==> src/rtl/period_meter.sv <==
// period_meter: measures an incoming slow square wave in clk cycles.
// Every full input cycle (rise to rise) yields a period count and a
// high-time count. Also reports lock (regular toggling) and a sticky
// timeout when the input stalls.
//
// Parameters:
//   COUNT_WIDTH    - width of counters and result outputs
//   TIMEOUT_CYCLES - cycles without a rising edge before timeout
//   SYNC_STAGES    - synchronizer depth for sig_in (>= 2)
// Ports:
//   clk        - system clock, posedge
//   rst        - asynchronous active-high reset
//   sig_in     - measured signal, asynchronous to clk
//   enable     - 1 = measure, 0 = hold in IDLE
//   period_out - last measured period in clk cycles
//   high_out   - last measured high time in clk cycles
//   meas_valid - one-cycle pulse when results update
//   locked     - a complete measurement since the last arm/timeout
//   timeout    - sticky stall flag
module period_meter #(
    parameter int unsigned COUNT_WIDTH    = 32,
    parameter int unsigned TIMEOUT_CYCLES = 40000000,
    parameter int unsigned SYNC_STAGES    = 2
) (
    input  logic                   clk,
    input  logic                   rst,
    input  logic                   sig_in,
    input  logic                   enable,
    output logic [COUNT_WIDTH-1:0] period_out,
    output logic [COUNT_WIDTH-1:0] high_out,
    output logic                   meas_valid,
    output logic                   locked,
    output logic                   timeout
);

    localparam logic [COUNT_WIDTH-1:0] TIMEOUT_VAL = COUNT_WIDTH'(TIMEOUT_CYCLES);
    localparam logic [COUNT_WIDTH-1:0] ONE         = COUNT_WIDTH'(1);

    // Elaboration-time parameter sanity checks
    if (SYNC_STAGES < 2) begin : g_bad_sync
        $error("period_meter: SYNC_STAGES must be >= 2");
    end
    if (TIMEOUT_CYCLES < 2) begin : g_bad_timeout_lo
        $error("period_meter: TIMEOUT_CYCLES must be >= 2");
    end
    if ((64'(TIMEOUT_CYCLES) >> COUNT_WIDTH) != 64'd0) begin : g_bad_timeout_hi
        $error("period_meter: TIMEOUT_CYCLES must fit in COUNT_WIDTH bits");
    end

    typedef enum logic [1:0] {
        IDLE = 2'd0,
        ARM  = 2'd1,
        MEAS = 2'd2
    } state_t;

    state_t state, state_n;

    logic [SYNC_STAGES-1:0] sync_q;
    logic                   s;
    logic                   s_d;
    logic                   rise_r;

    logic [COUNT_WIDTH-1:0] cnt, cnt_n;
    logic [COUNT_WIDTH-1:0] hcnt, hcnt_n;
    logic [COUNT_WIDTH-1:0] period_n, high_n;
    logic                   valid_n, locked_n, timeout_n;

    assign s = sync_q[SYNC_STAGES-1];

    // Input synchronizer, delayed copy and registered rising-edge strobe.
    // s_d is aligned with rise_r, so it is the level used for high time.
    always_ff @(posedge clk or posedge rst) begin
        if (rst) begin
            sync_q <= '0;
            s_d    <= 1'b0;
            rise_r <= 1'b0;
        end else begin
            sync_q <= {sync_q[SYNC_STAGES-2:0], sig_in};
            s_d    <= s;
            rise_r <= s & ~s_d;
        end
    end

    // State, counters and registered outputs
    always_ff @(posedge clk or posedge rst) begin
        if (rst) begin
            state      <= IDLE;
            cnt        <= '0;
            hcnt       <= '0;
            period_out <= '0;
            high_out   <= '0;
            meas_valid <= 1'b0;
            locked     <= 1'b0;
            timeout    <= 1'b0;
        end else begin
            state      <= state_n;
            cnt        <= cnt_n;
            hcnt       <= hcnt_n;
            period_out <= period_n;
            high_out   <= high_n;
            meas_valid <= valid_n;
            locked     <= locked_n;
            timeout    <= timeout_n;
        end
    end

    // Next-state and next-output logic
    always_comb begin
        state_n   = state;
        cnt_n     = cnt;
        hcnt_n    = hcnt;
        period_n  = period_out;
        high_n    = high_out;
        valid_n   = 1'b0;
        locked_n  = locked;
        timeout_n = timeout;

        case (state)
            IDLE: begin
                cnt_n    = '0;
                hcnt_n   = '0;
                locked_n = 1'b0;
                if (enable) begin
                    state_n   = ARM;
                    timeout_n = 1'b0;
                end
            end

            ARM: begin
                if (!enable) begin
                    state_n  = IDLE;
                    locked_n = 1'b0;
                    cnt_n    = '0;
                    hcnt_n   = '0;
                end else if (rise_r) begin
                    // First rise only starts a measurement
                    state_n = MEAS;
                    cnt_n   = ONE;
                    hcnt_n  = ONE;
                end else if (cnt == TIMEOUT_VAL) begin
                    timeout_n = 1'b1;
                    locked_n  = 1'b0;
                    cnt_n     = '0;
                end else begin
                    cnt_n = cnt + ONE;
                end
            end

            MEAS: begin
                if (!enable) begin
                    state_n  = IDLE;
                    locked_n = 1'b0;
                    cnt_n    = '0;
                    hcnt_n   = '0;
                end else if (rise_r) begin
                    // A rise on the timeout cycle still counts as a result
                    period_n  = cnt;
                    high_n    = hcnt;
                    valid_n   = 1'b1;
                    locked_n  = 1'b1;
                    timeout_n = 1'b0;
                    cnt_n     = ONE;
                    hcnt_n    = ONE;
                end else if (cnt == TIMEOUT_VAL) begin
                    state_n   = ARM;
                    timeout_n = 1'b1;
                    locked_n  = 1'b0;
                    cnt_n     = '0;
                    hcnt_n    = '0;
                end else begin
                    cnt_n  = cnt + ONE;
                    hcnt_n = hcnt + COUNT_WIDTH'(s_d);
                end
            end

            default: begin
                state_n = IDLE;
            end
        endcase
    end

endmodule

==> config.mk <==
export PLATFORM = sky130hd
export DESIGN_NAME = period_meter
export DESIGN_NICKNAME = d
export VERILOG_FILES = /design/src/rtl/period_meter.sv
export SDC_FILE = /design/constraint.sdc
export NUM_CORES = 1
export LEC_CHECK = 0
export ABC_AREA = 0
export CORE_UTILIZATION = 45
export DETAILED_ROUTE_END_ITERATION = 10
export PLACE_DENSITY = 0.64
export SYNTH_ARGS = -nofsm -noshare
export SYNTH_HDL_FRONTEND = slang
export SYNTH_SLANG_ARGS = --single-unit
export TNS_END_PERCENT = 5
==> constraint.sdc <==
create_clock -name clk -period 6.3 [get_ports clk]
set_clock_uncertainty 0.1 [all_clocks]
set_input_delay 1.89 -clock clk [delete_from_list [all_inputs] [get_ports clk]]
set_output_delay 1.89 -clock clk [all_outputs]
set_load 0.05 [all_outputs]
# Yosys cells after proc, flatten, opt, wreduce, memory -nomap -nowiden
# Cells that the tools add are included.
op_classes:
  add_sub_neg: 2
  n_eq_ne: 11
  mux: 33
  n_bitwise: 2
  n_reduce_logical: 9
ops:
  columns: ["cell", "n"]
  rows:
  - ["$mux W32", 8]
  - ["$pmux W32 S3", 1]
  - ["$pmux W32 S2", 1]
  - ["$add A32 B1 Y32", 1]
  - ["$add A32 B1 Y32 const B", 1]
  - ["$eq A32 B26 Y1 const B", 1]
  - ["$mux W1", 14]
  - ["$mux W2", 6]
  - ["$ne A3 B3 Y1 const B", 4]
  - ["$ne A2 B2 Y1 const B", 4]
  - ["$pmux W1 S3", 2]
  - ["$pmux W2 S3", 1]
  - ["$reduce_and A5 Y1", 1]
  - ["$reduce_and A2 Y1", 2]
  - ["$reduce_and A4 Y1", 1]
  - ["$reduce_and A3 Y1", 1]
  - ["$reduce_bool A3 Y1", 1]
  - ["$eq A2 B1 Y1 const B", 1]
  - ["$eq A2 B2 Y1 const B", 1]
  - ["$logic_not A2 Y1", 1]
  - ["$reduce_bool A2 Y1", 1]
  - ["$reduce_or A2 Y1", 1]
  - ["$and A1 B1 Y1", 1]
  - ["$not A1 Y1", 1]
word_totals:
  register_bits: 137
  input_bits: 4
  output_inout_bits: 67
  wordCells: 68

# Longest topological paths before layout
# Gate-level depths: netlist of the first run.
logic_depth:
  word_depth: 5
  ltp_mapped: 10
  ltp_nobuf: 7

# Least setup slack after synthesis of the first run
# OpenSTA, ideal clock, no wires.
synth_path:
  path_kind: "input -> register"
  from: "input enable"
  to: "register hcnt[27]"
  setup_ns: 0.082
  arrival_time_ns: 3.312
  t_required_ns: 6.118
  slack_ns: 2.806
  path_stages: 6
  n_path_buf: 1
  path_cell_list: "clkbuf_1 nand2_1 o21ai_1 nor3b_1 or3b_2 a31oi_1"
synth_via:
  elab_chain_cells: 2
  word_cells_on_any_way: 5
  classes_between: "1 x eq/ne; 3 x mux; 1 x reduce/logical"
synth_lines:
  columns: ["element", "line", "rtl"]
  rows:
  - ["start, declared", "28", "input logic enable,"]
  - ["$mux W32 (tied with other cells)", "150", "if (!enable) begin"]
  - ["$pmux W32 S3 / $reduce_and A2 Y1 (equally long branches)", null, null]
  - ["end signal, assigned", "98", "hcnt <= hcnt_n;"]
  - ["end, declared", "64", "logic [COUNT_WIDTH-1:0] hcnt, hcnt_n;"]
# Parallel ways exist; a longest one is shown, timed or not.
# A chain may end at the register's enable or synchronous reset.

# Worst setup path in the final report of the first run
layout_path:
  from: "input enable"
  to: "register cnt[12]"
layout_via:
  elab_chain_cells: 2
layout_lines:
  columns: ["element", "line", "rtl"]
  rows:
  - ["$mux W32", "150", null]
  - ["$pmux W32 S2", "118", "case (state)"]
  - ["end signal, assigned", "97", "cnt <= cnt_n;"]
  - ["end, declared", "63", "logic [COUNT_WIDTH-1:0] cnt, cnt_n;"]
# Every way passes these cells.

==> impl_metrics.tcl, run 1 <==
set metrics [dict create \
    die_y_um 123 \
    drive_gt1_frac 0.0650 \
    path_max_fanout 23 \
    nets 787 \
    finalSetupTns_ps 0 \
    grt_pass1_vias 5259 \
    max_freq_mhz 226 \
    tightest_slew_ps 1210 \
    place_congestion 0.823 \
    cts_resized 0 \
    setup_viol 0 \
    seq_area_um2 3430 \
    slew_headroom 0.194 \
    ys_async_sr_fraction 1.00 \
    cp.required_ps 6530 \
    placed_cell_area_um2 7350 \
    drt_iter0_drc 340 \
    cts_tree "yes" \
    yosysTopAreaCellShare 0.522 \
    yosysWarnings 0 \
    cts_buffers 17 \
    via_per_inst 5.58 \
    synth_top_area_cell "dfrtp_1" \
    ys_types 53 \
    cts_buffer_depth 2 \
    num_rows 43 \
    antenna_left 0 \
    layout_common_cells "221 x nand2_1, 137 x dfrtp_1, 70 x clkdlybuf4s50_1" \
    reg2reg_depth 8 \
    grt_max_degree 74 \
    core_um2 14000 \
    clkSlewWorstSetupHoldPaths_ps 50 \
    use_met2 0.367 \
    worst_ir_drop_vdd_mv 0.165 \
    n_fill_cell 1279 \
    drt_first_pass_iters 5 \
    drc 0 \
    hold_path_depth 0 \
    grt-ovfl-total 0 \
    start_kind "input port" \
    synthTopCellsByArea "dfrtp_1 52%, nand2_1 13%, nand4_1 3.0%" \
    dp_hpwl_um 10100 \
    p_per_area_nw_per_um2 275 \
    grt_antenna_before_repair 0 \
    vias 5384 \
    period_share 0.704 \
    clk_latency_ps 420 \
    num_antenna_cells 0 \
    use_met3 0.0479 \
    arrival_ps 4670 \
    slew_viol_final 0 \
    syn_area_um2 6560 \
    post-route-min-period_ps 4430 \
    ys.flop_type "dfrtp_1" \
    status "completed" \
    synth-seq-area-share 0.522 \
    synth_cells 719 \
    synth_edf_count 0 \
    p_leak_nw 3.55 \
    cts_sinks 137 \
    grt_first_pass_wirelength_um 25500 \
    area_growth_pct 20.0 \
    initial_utilization 0.467 \
    final_util 0.561 \
    hold_path_class "reg2reg" \
    hold_slack_ps 248 \
    port_buffers 70 \
    yosys_register_bits 137 \
    path_class "in2reg" \
    wl_per_cell_um 15.9 \
    routed_wl_um 15300 \
    root_buffer "clkbuf_16" \
    grt_use_met1 0.271 \
    end_kind "flop" \
    grt_setup_unrepaired "false" \
    design_area_um2 7880 \
    hold_viol_final 0 \
    cap_violations 0 \
    grt.busiest_layer "met2" \
    ioPinCount 71 \
    track_usage 0.218 \
    syn_area_per_cell_um2 9.13 \
    ctsHoldBuffers 0 \
    die_area_um2 15100 \
    final_common_cell "nand2_1" \
    cts_max_level 4 \
    die_w_um 123 \
    multi_input_area_um2 2880 \
    power.total_w 0.00217 \
    cts_setup_buffers 0 \
    synth_nets 731 \
]
registers in the layout (all words and copies together) (netlist names):
name and cells:
period_out 32, cnt 32, state 2, high_out 32
timeout 1, rise_r 1, s_d 1, meas_valid 1
hcnt 32, locked 1, sync_q 2
worst paths after layout:
check / from / endpoint / slack (ps)
worst max-delay path: enable / cnt[12]$_DFFE_PP0P_ / 1870
worst min-delay path: sync_q[0]$_DFF_PP0_ / sync_q[1]$_DFF_PP0_ / 250
worst max register to register: state[0]$_DFFE_PP0P_ / cnt[12]$_DFFE_PP0P_ / 3130
worst min register to register: sync_q[0]$_DFF_PP0_ / sync_q[1]$_DFF_PP0_ / 250
max in group asynchronous: rst / hcnt[26]$_DFFE_PP0P_ / 3180
min in group asynchronous: rst / period_out[30]$_DFFE_PP0P_ / 1890
kinds of logic after synthesis:
logic type	share of synthesized area
buffers and inverters	0.0400
flip-flops	0.522
AND/OR/NAND/NOR	0.283
AO/OA/AOI/OAI	0.0866
XOR/XNOR	0.0347
multiplexers	0.0185
adder cells (fa/ha/maj)	0.0153
synthesized netlist by cell type (all sizes together), types with 11 or more instances:
cell	n
xor2	22
nand3	33
a21oi	23
clkbuf	20
nand2	222
nor2	31
nand4	31
o21ai	22
dfrtp	137
buf	21
a31oi	28
inv	14
mux2i	11
layer usage:
metal / wire length (µm) / part of all wire
met4: 297 / 0.019
met1: 6840 / 0.45
met5: 0 / 0
met2: 7570 / 0.49
met3: 594 / 0.039
area by class of cell:
type	instances	area share
multi-input combinational	527	0.366
timing repair buffer	78	0.0966
inverter	14	0.00699
tap	180	0.0286
clock buffer	26	0.0646
clock inverter	3	0.00191
sequential	137	0.435
critical path: stages:
cell	delay, ps
clkdlybuf4s50_1	720
nand2_1	180
or3_1	490
a21oi_2	730
buf_4	360
o21ai_0	110
a31oi_1	180
power by group:
part / leakage (nW) / internal (W) / total, W / switching (W)
logic: 1.38 / 0.000100 / 0.000338 / 0.000237
registers: 1.90 / 0.000905 / 0.000935 / 0.0000295
clock network: 0.262 / 0.000546 / 0.000895 / 0.000349
through the flow:
step / setup WS (ps) / instances
floorplan: 642 / 719
global placement: 1550 / 936
detailed placement: 1460 / 936
CTS: 1880 / 965
global route: 1640 / 965
finish: 1870 / 965
Note: power is estimated with default switching activity, not from simulation.
==> run 2: changes to the inputs <==
clock period = 4.3 ns   (was 6.3 ns; I/O delays follow)
==> impl_metrics.tcl, run 2 (synthesis gave the netlist of run 1 again) <==
set metrics [dict create \
    status "completed" \
    cp.required_ps 4540 \
    top_layer "met4" \
    power.share.clock 0.415 \
    path_class "in2reg" \
    cts_max_level 4 \
    place_congestion 0.828 \
    wl_met2_um 7310 \
    slew_viol_final 0 \
    drc 0 \
    p_sw_frac 0.286 \
    die_y_um 123 \
    path_max_fanout 11 \
    layout_common_cells "221 x nand2_1, 137 x dfrtp_1, 70 x clkdlybuf4s50_1" \
    area_growth_pct 21.1 \
    min_from "sync_q[0]$_DFF_PP0_" \
    post-route-min-period_ps 3220 \
    slowest_stage "clkdlybuf4s50_1" \
    die_w_um 123 \
    r2r-end "cnt[10]$_DFFE_PP0P_" \
    worst_ir_drop_vdd_mv 0.277 \
    critical-path-max-stage-delay_ps 610 \
    cap_violations 0 \
    track_usage 0.224 \
    drive_gt1_frac 0.0744 \
    hold_viol_final 0 \
    route.met3.wl_um 627 \
    cts_tree "yes" \
    finalSetupTns_ps 0 \
    p_leak_nw 3.58 \
    die_area_um2 15100 \
    cts_buffer_depth 2 \
    setup_viol 0 \
    hold_path_class "reg2reg" \
    ctsHoldBuffers 0 \
    antenna_left 0 \
    port_buffers 70 \
    rrSetupSlack_ps 1460 \
    grt_setup_unrepaired "false" \
    max_freq_mhz 311 \
    core_um2 14000 \
    grt_antenna_before_repair 0 \
    initial_utilization 0.467 \
    drt-met1-wl_um 6870 \
    ioPinCount 71 \
    reg2reg_depth 5 \
    via_per_inst 5.61 \
    switching_power_w 0.000924 \
    grt_first_pass_wirelength_um 26400 \
    power_frac_comb 0.160 \
    end_kind "flop" \
    p_per_area_nw_per_um2 406 \
    crit_top_cell "buf_4" \
    slew_headroom 0.434 \
    routed_wl_um 15100 \
    cts_setup_buffers 0 \
    arrival_ps 3460 \
    cts_resized 0 \
    crit_buf_inv 3 \
    final_common_cell "nand2_1" \
    nets 793 \
    cts_buffers 17 \
    p_int_w 0.00230 \
    vias 5459 \
    cts_sinks 137 \
    seqPwrFrac 0.425 \
    drt_iter0_drc 362 \
    hold_path_depth 0 \
    r2r_start "cnt[5]$_DFFE_PP0P_" \
    start_kind "input port" \
    tightest_slew_ps 842 \
    cp_top_family "buffers and inverters" \
    num_antenna_cells 0 \
    num_rows 43 \
    clkSlewWorstSetupHoldPaths_ps 60 \
    placed_cell_area_um2 7410 \
    grt-ovfl-total 0 \
    period_share 0.748 \
    cp_cell_sequence "clkdlybuf4s50_1, nand2_1, o21ai_1, buf_4, nor3b_1, buf_4, or3b_2, a31oi_1" \
    clk_latency_ps 420 \
    dp_hpwl_um 10000 \
    wl_per_cell_um 15.6 \
    grt_pass1_vias 5384 \
    drt_first_pass_iters 5 \
    root_buffer "clkbuf_16" \
    min_to "sync_q[1]$_DFF_PP0_" \
    design_area_um2 7950 \
    grt_max_degree 138 \
]
run 2: cell types whose count changed in the layout (fill, tap and decap cells not counted), sizes merged:
cell,previous run,this run
buf,8,14
clkbuf,26,22
clkinv,3,6
clkinvlp,0,3
bufinv,0,1
inv,14,13
run 2: cell type report:
class	count	area (µm²)
well taps	180	225
repair buffers	84	818
multi-input cells	527	2880
flip-flops and latches	137	3430
clock inverters	9	75.1
clock buffers	22	464
inverters	14	56.3
fillers	1256	6090
run 2: how the worst max path moves through the flow:
stage / start / endpoint / slack, ps / cells past startpoint
2_1_floorplan: rst / cnt[0]$_DFFE_PP0P_ / 1200 / 1
3_3_place_gp: enable / hcnt[27]$_DFFE_PP0P_ / 720 / 8
3_5_place_dp: enable / cnt[19]$_DFFE_PP0P_ / 680 / 5
4_1_cts: enable / cnt[19]$_DFFE_PP0P_ / 1120 / 5
5_1_grt: enable / hcnt[29]$_DFFE_PP0P_ / 920 / 8
6_report: enable / hcnt[27]$_DFFE_PP0P_ / 1080 / 8
run 2: power by group through the flow:
| stage | registers [W] | logic [W] | clock network [W] |
|---|---|---|---|
| floorplan | 0.00141 | 0.000354 | 0 |
| global placement | 0.00139 | 0.000495 | 0 |
| detailed placement | 0.00139 | 0.000512 | 0 |
| CTS | 0.00137 | 0.000515 | 0.00137 |
| global route | 0.00138 | 0.000565 | 0.00144 |
| finish | 0.00137 | 0.000516 | 0.00134 |
run 2: stage by stage:
step / worst slack [ps] / power (W) / std cells / utilization / hold slack, ps
finish: 1080 / 0.00323 / 973 / 0.566 / 254
global route: 918 / 0.00338 / 973 / 0.566 / 275
CTS: 1120 / 0.00326 / 973 / 0.566 / 256
detailed placement: 676 / 0.00190 / 942 / 0.528 / 244
global placement: 719 / 0.00188 / 942 / 0.528 / 239
floorplan: 1200 / 0.00177 / 719 / - / 231
run 2: metal layers:
metal / vias up / global-route usage
li1: 2609 / -
met1: 2659 / 0.291
met2: 157 / 0.356
met3: 34 / 0.0455
met4: 0 / 0.113
met5: - / 0
